## src/rtl/bht_update_pipe.sv

```systemverilog
// Branch history table of 2-bit saturating counters with a registered training stage,
// read bypass and a multi-cycle flush walker. Optional perf counters: BHT_PERF_CNT_EN.
package ariane_pkg;
    typedef enum logic [2:0] {NoCF, Branch, Jump, JumpR, Return} cf_t;

    typedef struct packed {
        logic        valid;
        logic [63:0] pc;
        logic [63:0] target_address;
        logic        is_mispredict;
        logic        is_taken;
        cf_t         cf_type;
    } branchpredict_t;
endpackage

module bht_update_pipe #(
    parameter int unsigned NR_ENTRIES = 64,
    parameter int unsigned OFFSET     = 1
) (
    input  logic                       clk_i,
    input  logic                       rst_i,
    input  logic                       flush_i,
    input  logic                       debug_mode_i,
    input  logic [63:0]                vpc_i,
    output logic                       bht_valid_o,
    output logic                       bht_taken_o,
    output logic                       flush_busy_o,
    input  ariane_pkg::branchpredict_t resolved_branch_i,
    output logic [31:0]                perf_updates_o,
    output logic [31:0]                perf_mispredict_o
);
    localparam int unsigned IDX_W = (NR_ENTRIES > 1) ? $clog2(NR_ENTRIES) : 1;

    if ((NR_ENTRIES < 2) || ((NR_ENTRIES & (NR_ENTRIES - 1)) != 0)) begin : g_bad_depth
        $error("NR_ENTRIES must be a power of two >= 2");
    end

    typedef enum logic {IDLE, FLUSH} state_e;

    state_e           state_q, state_d;
    logic [IDX_W-1:0] walk_q, walk_d;
    logic             clr_en;

    logic             valid_q [NR_ENTRIES];
    logic [1:0]       cnt_q   [NR_ENTRIES];

    logic             pend_vld_q, pend_vld_d;
    logic [IDX_W-1:0] pend_idx_q, pend_idx_d;
    logic             pend_taken_q, pend_taken_d;

    logic             qualify;
    logic             wr_en;
    logic [2:0]       pend_entry;
    logic [IDX_W-1:0] look_idx;
    logic [2:0]       look_entry;

    // Entry is {valid, cnt}; an untrained entry is seeded weakly in the trained direction.
    function automatic logic [2:0] train(input logic [2:0] e, input logic taken);
        if (!e[2])
            return {1'b1, (taken ? 2'b10 : 2'b01)};
        if (taken)
            return {1'b1, ((e[1:0] == 2'b11) ? 2'b11 : e[1:0] + 2'b01)};
        return {1'b1, ((e[1:0] == 2'b00) ? 2'b00 : e[1:0] - 2'b01)};
    endfunction

    assign qualify = resolved_branch_i.valid
                   && (resolved_branch_i.cf_type == ariane_pkg::Branch)
                   && !debug_mode_i && (state_q == IDLE) && !flush_i;

    // Pending is only ever valid in IDLE; a flush arriving with it discards it.
    assign wr_en      = pend_vld_q && !flush_i;
    assign pend_entry = train({valid_q[pend_idx_q], cnt_q[pend_idx_q]}, pend_taken_q);

    assign pend_vld_d   = qualify;
    assign pend_idx_d   = resolved_branch_i.pc[IDX_W+OFFSET-1:OFFSET];
    assign pend_taken_d = resolved_branch_i.is_taken;

    always_comb begin
        state_d = state_q;
        walk_d  = walk_q;
        clr_en  = 1'b0;
        case (state_q)
            IDLE: begin
                if (flush_i) begin
                    state_d = FLUSH;
                    walk_d  = '0;
                end
            end
            FLUSH: begin
                clr_en = 1'b1;
                if (flush_i) begin
                    walk_d = '0;
                end else if (walk_q == IDX_W'(NR_ENTRIES - 1)) begin
                    walk_d  = '0;
                    state_d = IDLE;
                end else begin
                    walk_d = walk_q + IDX_W'(1);
                end
            end
            default: state_d = IDLE;
        endcase
    end

    always_ff @(posedge clk_i or posedge rst_i) begin
        if (rst_i) begin
            state_q    <= IDLE;
            walk_q     <= '0;
            pend_vld_q <= 1'b0;
        end else begin
            state_q    <= state_d;
            walk_q     <= walk_d;
            pend_vld_q <= pend_vld_d;
        end
    end

    always_ff @(posedge clk_i) begin
        pend_idx_q   <= pend_idx_d;
        pend_taken_q <= pend_taken_d;
    end

    always_ff @(posedge clk_i or posedge rst_i) begin
        if (rst_i) begin
            for (int i = 0; i < NR_ENTRIES; i++) begin
                valid_q[i] <= 1'b0;
                cnt_q[i]   <= 2'b00;
            end
        end else if (clr_en) begin
            valid_q[walk_q] <= 1'b0;
            cnt_q[walk_q]   <= 2'b00;
        end else if (wr_en) begin
            valid_q[pend_idx_q] <= pend_entry[2];
            cnt_q[pend_idx_q]   <= pend_entry[1:0];
        end
    end

    // Lookup bypasses the entry about to be written so training is visible one cycle early.
    assign look_idx   = vpc_i[IDX_W+OFFSET-1:OFFSET];
    assign look_entry = (wr_en && (pend_idx_q == look_idx)) ? pend_entry
                                                            : {valid_q[look_idx], cnt_q[look_idx]};

    assign bht_valid_o  = look_entry[2] && (state_q == IDLE);
    assign bht_taken_o  = look_entry[1] && bht_valid_o;
    assign flush_busy_o = (state_q == FLUSH);

`ifdef BHT_PERF_CNT_EN
    logic [31:0] perf_upd_q, perf_upd_d;
    logic [31:0] perf_mis_q, perf_mis_d;

    always_comb begin
        perf_upd_d = perf_upd_q;
        perf_mis_d = perf_mis_q;
        if (qualify && (perf_upd_q != 32'hFFFF_FFFF))
            perf_upd_d = perf_upd_q + 32'd1;
        if (qualify && resolved_branch_i.is_mispredict && (perf_mis_q != 32'hFFFF_FFFF))
            perf_mis_d = perf_mis_q + 32'd1;
    end

    always_ff @(posedge clk_i or posedge rst_i) begin
        if (rst_i) begin
            perf_upd_q <= '0;
            perf_mis_q <= '0;
        end else begin
            perf_upd_q <= perf_upd_d;
            perf_mis_q <= perf_mis_d;
        end
    end

    assign perf_updates_o    = perf_upd_q;
    assign perf_mispredict_o = perf_mis_q;
`else
    assign perf_updates_o    = 32'h0;
    assign perf_mispredict_o = 32'h0;
`endif

    logic unused_bits;
    assign unused_bits = ^{resolved_branch_i.target_address, resolved_branch_i.is_mispredict,
                           resolved_branch_i.pc, vpc_i};

endmodule

```

## config.mk

```make
export PLATFORM = sky130hd
export DESIGN_NAME = bht_update_pipe
export DESIGN_NICKNAME = d
export VERILOG_FILES = /design/src/rtl/bht_update_pipe.sv
export SDC_FILE = /design/constraint.sdc
export NUM_CORES = 1
export LEC_CHECK = 0
export ABC_CLOCK_PERIOD_IN_PS = 9100
export CAP_MARGIN = 20
export CELL_PAD_IN_SITES_DETAIL_PLACEMENT = 0
export CELL_PAD_IN_SITES_GLOBAL_PLACEMENT = 1
export CORE_UTILIZATION = 39
export CTS_BUF_LIST = sky130_fd_sc_hd__clkbuf_16
export DETAILED_ROUTE_END_ITERATION = 8
export PLACE_DENSITY = 0.87
export SLEW_MARGIN = 20
export SYNTH_ARGS = -nofsm -noshare
export SYNTH_HDL_FRONTEND = slang
export SYNTH_SLANG_ARGS = --single-unit
```

## constraint.sdc

```tcl
create_clock -name clk_i -period 9.1 [get_ports clk_i]
set_input_delay 1.82 -clock clk_i [delete_from_list [all_inputs] [get_ports clk_i]]
set_output_delay 1.82 -clock clk_i [all_outputs]
set_load 0.02 [all_outputs]
```

=== Yosys cells after proc, flatten, opt, wreduce, memory -nomap -nowiden ===
Cells that the tools add are included.

* Input bits: 202
* Flip-flop bits (word level): 207

* Order comparisons: 5
* Eq/ne operators: 5
* Reduce and logical (&&, ||, !) cells: 14
* Bitwise gates (word level): 8
* Multiplexer cells: 45
* $add $sub $neg: 3

{| class="wikitable"
|+ Operator list
! operator !! count
|-
| 128-bit two-way mux || 2
|-
| 128-bit bitwise AND || 1
|-
| 128-bit bitwise mux || 1
|-
| 64-bit two-way mux || 2
|-
| 128-bit inverter || 1
|-
| 64-bit bitwise AND || 1
|-
| 64-bit bitwise mux || 1
|-
| 64-bit inverter || 1
|-
| 2-bit binary-select mux with 6-bit select || 2
|-
| 2-bit demux with 6-bit select || 2
|-
| 7-bit >= comparator, second input constant || 3
|-
| 6-bit inverter with 7-bit output || 3
|-
| 2-bit two-way mux || 9
|-
| 6-bit two-way mux || 3
|-
| 3-bit two-way mux || 5
|-
| 7-bit by 1-bit < comparator with 1-bit output, second input constant || 2
|-
| 1-bit binary-select mux with 6-bit select || 2
|-
| 1-bit demux with 6-bit select || 2
|-
| 1-bit two-way mux || 12
|-
| 6-bit case mux with 2 select lines || 1
|-
| 1-bit logical AND || 10
|-
| 6-bit by 1-bit adder with 6-bit output, second input constant || 1
|-
| 6-bit equality test || 1
|-
| 6-bit equality test, second input constant || 1
|-
| 10 further kinds || 11
|}

=== Longest topological paths before layout ===
* Word-level depth: 12
* Gate-level depth with buffers: 14

=== Worst setup path after synthesis ===
OpenSTA, ideal clock, no wires.

* Path type: input -> output
* Start point: input vpc_i[1]
* End point: output bht_taken_o
* Data arrival time: 4537 ps
* Stages: 9
* Buffers on the path: 2
* Path slack: 2743 ps
* Required time: 7280 ps
* Path through: clkbuf_1 -> buf_1 -> mux4_2 -> mux4_2 -> mux4_2 -> nor2_1 -> nor2_1 -> o21ai_0 -> a21oi_1

* Longest elaborated chain between the ends: 7
* Elaborated cells on any way between the ends: 12

{| class="wikitable"
|+ Ends and longest elaborated chain
! what !! RTL line !! text
|-
| start: declaration || 24 || <nowiki>input logic [63:0] vpc_i,</nowiki>
|-
| 6-bit inverter with 7-bit output (not written as such) || 139 || <nowiki>: {valid_q[look_idx], cnt_q[look_idx]};</nowiki>
|-
| 1-bit binary-select mux with 6-bit select || 139 ||
|-
| 1-bit two-way mux (not written as such) (2 in a row) || 139 ||
|-
| 3-bit two-way mux * || 138 || <nowiki>assign look_entry = (wr_en && (pend_idx_q == look_idx)) ? pend_entry</nowiki>
|-
| 1-bit logical AND * || 141 || <nowiki>assign bht_valid_o = look_entry[2] && (state_q == IDLE);</nowiki>
|-
| named net bht_valid_o || 25 || <nowiki>output logic bht_valid_o,</nowiki>
|-
| 1-bit logical AND * || 142 || <nowiki>assign bht_taken_o = look_entry[1] && bht_valid_o;</nowiki>
|-
| end: declaration || 26 || <nowiki>output logic bht_taken_o,</nowiki>
|}

The timed path passes the listed nets; every way through them passes the cells marked *. The select of a mux whose other input is x is not followed.

=== Worst setup path after layout ===
* Start point: input vpc_i[1]
* End point: output bht_taken_o

* Longest elaborated chain between the ends: 7
* Elaborated cells on any way between the ends: 12

{| class="wikitable"
|+ Ends and longest elaborated chain
! what !! RTL line
|-
| 6-bit inverter with 7-bit output (not written as such) || 139
|-
| 1-bit binary-select mux with 6-bit select || 139
|-
| 1-bit two-way mux (not written as such) (2 in a row) || 139
|-
| 3-bit two-way mux * || 138
|-
| 1-bit logical AND || 141
|-
| 1-bit logical AND * || 142
|}

Every way passes the cells marked *; elsewhere a longest branch is shown, timed or not. The select of a mux whose other input is x is not followed.

==> flow_metrics.py <==
metrics = {
    "clocking": {
        "clkSinkCount": 207,
        "clk_path_buf_depth": 3,
        "numCtsBuffers": 24,
        "cts.clk_slew.worst_paths_ps": 60,
        "ctsResizeCount": 0,
        "postCtsSetupRepairBufs": 0,
        "root_buffer": "clkbuf_16",
        "cts_tree": "built",
        "clk_latency_ps": 530,
        "htreeDepth": 1,
        "cts_hold_buffers": 0,
    },
    "routing": {
        "drc": 0,
        "avgRoutedWirePerCell_um": 25.0,
        "drtIter0Drc": 1543,
        "firstDrtPassIters": 7,
        "route.vias.total": 10500,
        "routed_wl_mm": 41.2,
        "postRouteAntennaNets": 0,
        "vias_per_cell": 6.36,
    },
    "critical_path": {
        "critPathArrivalTime_ps": 5190,
        "critPathTopFamily": "multiplexers",
        "crit_chain": "buf_2 > buf_4 > mux4_2 > mux4_2 > mux4_2 > nor2_1 > nor2_1 > o21ai_0 > a21oi_1 > clkdlybuf4s50_1",
        "critPathBufInv": 3,
        "start_kind": "primary input",
        "path_max_fanout": 17,
        "r2r_slack_ps": 4130,
        "worstPathRequired_ps": 7280,
        "cpMaxStageDelayCell": "mux4_2",
        "setup.worst_path.end_class": "output port",
        "crit_top_cell": "mux4_2",
        "path_class": "in2out",
        "slowest_delay_ps": 590,
    },
    "pwr": {
        "power_leakage_nw": 5.36,
        "powerDensity_nw_per_um2": 163,
        "peakVddDrop_mv": 0.115,
    },
    "timing": {
        "max_slew_margin_pct": 13.2,
        "max_freq_mhz": 143,
        "whs_ps": 474,
        "tightestPinTransition_ps": 1300,
        "setup_viol": 0,
        "fin_skew_ps": 19.8,
        "fin_tns_setup_ps": 0,
        "fin_crit_ps": 7010,
        "slew_violations": 0,
        "period_share_pct": 77.0,
        "grt_setup_unrepaired": "no",
        "hold_viol": 0,
    },
    "logic_synthesis": {
        "ys_seq_area_share_pct": 42.9,
        "synth-main-ff-cell": "dfrtp_1",
        "netlist_instances": 1244,
        "synth_cell_types": 63,
        "ys_seq_elements": 207,
        "synth_top_area_share_pct": 41.8,
        "ys_warn_count": 0,
        "syn_avg_cell_area_um2": 9.63,
        "netlist_area_um2": 12000,
        "synth_area_leader_cell": "dfrtp_1",
        "synth_area_leaders": "dfrtp_1 (42%), mux4_2 (12%), nand2_1 (8.5%), nand3_1 (6.2%), buf_4 (4.3%)",
        "synthArstFlopShare_pct": 96.6,
        "synth_edf_count": 0,
    },
    "place": {
        "placed_area_um2": 12200,
        "io_buffers": 23,
        "dp_hpwl_mm": 27.1,
        "gp_congestion": 0.979,
        "dpl.cell_count": 1603,
    },
    "hold_path": {
        "hp-class": "reg2reg",
    },
    "grt": {
        "grt_overflow": 0,
        "grt_pass1_wl_mm": 62.1,
        "antenna_found_initial": 0,
        "grt_max_degree": 129,
        "track_usage_pct": 26.7,
        "first_global_vias": 9942,
    },
    "floorplan": {
        "die_x_um": 177,
        "core_area_um2": 30000,
        "row_count": 63,
        "die_height_um": 177,
        "fp.dieArea_um2": 31400,
        "start_util_pct": 40.0,
        "io_pins": 269,
    },
    "cells_and_area": {
        "drive_above_1_share_pct": 12.4,
        "area_growth_pct": 8.52,
        "fin_cells": 1647,
        "final_common_cell": "nand2_1",
        "seqCellArea_um2": 5150,
        "fin_nets": 1442,
        "nFillCells": 2884,
        "multi_input_area_um2": 6130,
        "layout_common_cells": "nand2_1 (270), dfrtp_1 (200), nand3_1 (149)",
        "design_area_um2": 13000,
        "insertedDiodeCount": 0,
    },
    "run_status": {
        "status": "complete, no violations",
    },
    "flow_run": {
        "drv_cap": 0,
    },
}
## stage by stage
stage | util, % | setup WS [ps] | total power, mW
after floorplan | - | 1830 | 1.15
after global placement | 40.8 | 2170 | 1.19
after detailed placement | 40.9 | 2120 | 1.19
after CTS | 43.4 | 2110 | 2.13
after global routing | 43.4 | 1950 | 2.18
final | 43.4 | 2090 | 2.12
## power by group
part           total, mW  internal (mW)  switching [mW]
clock              0.940          0.550           0.390
combinational      0.222         0.0612           0.161
sequential         0.961          0.935          0.0266
## per-layer routing
metal | vias to the layer above | routed length (um) | track usage (%)
li1 | 4361 | - | -
met1 | 5088 | 15000 | 36.3
met2 | 836 | 17900 | 39.1
met3 | 184 | 5460 | 6.14
met4 | 0 | 2760 | 14.9
met5 | - | 0 | 0
## synthesized netlist by cell type (29+ instances only)
library cell / n
nand3_1: 149
o21ai_0: 94
buf_4: 68
o31ai_1: 43
clkbuf_1: 48
a21oi_1: 29
nor2_1: 51
mux4_2: 66
dfrtp_1: 200
nand2_1: 270
## worst register-to-register path: cells and delay by family, from the launching register on
family / cells / cell delay (ps)
and+or+nand+nor: 2 / 730
DFF: 1 / 940
AOI/OAI and AO/OA: 6 / 2200
buffers and inverters: 2 / 1000
## registers in the layout, summed over array words and instances (netlist names)
name / flops
cnt_q: 128
valid_q: 64
pend_idx_q: 6
walk_q: 6
flush_busy_o: 1
pend_taken_q: 1
pend_vld_q: 1
## path summary, 6_finish.rpt
check,cells after the start,start,end
worst min register to register,2,cnt_q[126]$_DFFE_PP0P_,cnt_q[126]$_DFFE_PP0P_
min in group asynchronous,2,rst_i,valid_q[24]$_DFFE_PP0P_
worst max-delay path,10,vpc_i[1],bht_taken_o
worst max register to register,10,pend_idx_q[0]$_DFF_P_,cnt_q[2]$_DFFE_PP0P_
worst min-delay path,2,cnt_q[126]$_DFFE_PP0P_,cnt_q[126]$_DFFE_PP0P_
max in group asynchronous,3,rst_i,valid_q[14]$_DFFE_PP0P_
## kinds of logic (layout without fill, tap and decap cells)
group | Yosys count | count (layout) | synth area share, %
and+or+nand+nor | 552 | 552 | 20.9
AOI/OAI and AO/OA | 237 | 237 | 12.7
DFF | 207 | 207 | 42.9
buffers and inverters | 154 | 104 | 8.28
muxes | 84 | 84 | 14.5
xor gates and xnor gates | 8 | 8 | 0.585
adders and majority gates | 1 | 1 | 0.104
other | 1 | 64 | 0.0313
## layout make-up
| type | count | area share (%) |
|---|---|---|
| clock buffers | 25 | 4.81 |
| clock inverters | 19 | 1.02 |
| multi-input cells | 946 | 47.1 |
| inverters | 7 | 0.260 |
| well taps | 390 | 3.75 |
| repair buffers | 53 | 3.43 |
| flip-flops and latches | 207 | 39.6 |
No activity file was read; power rests on OpenSTA's default activity.
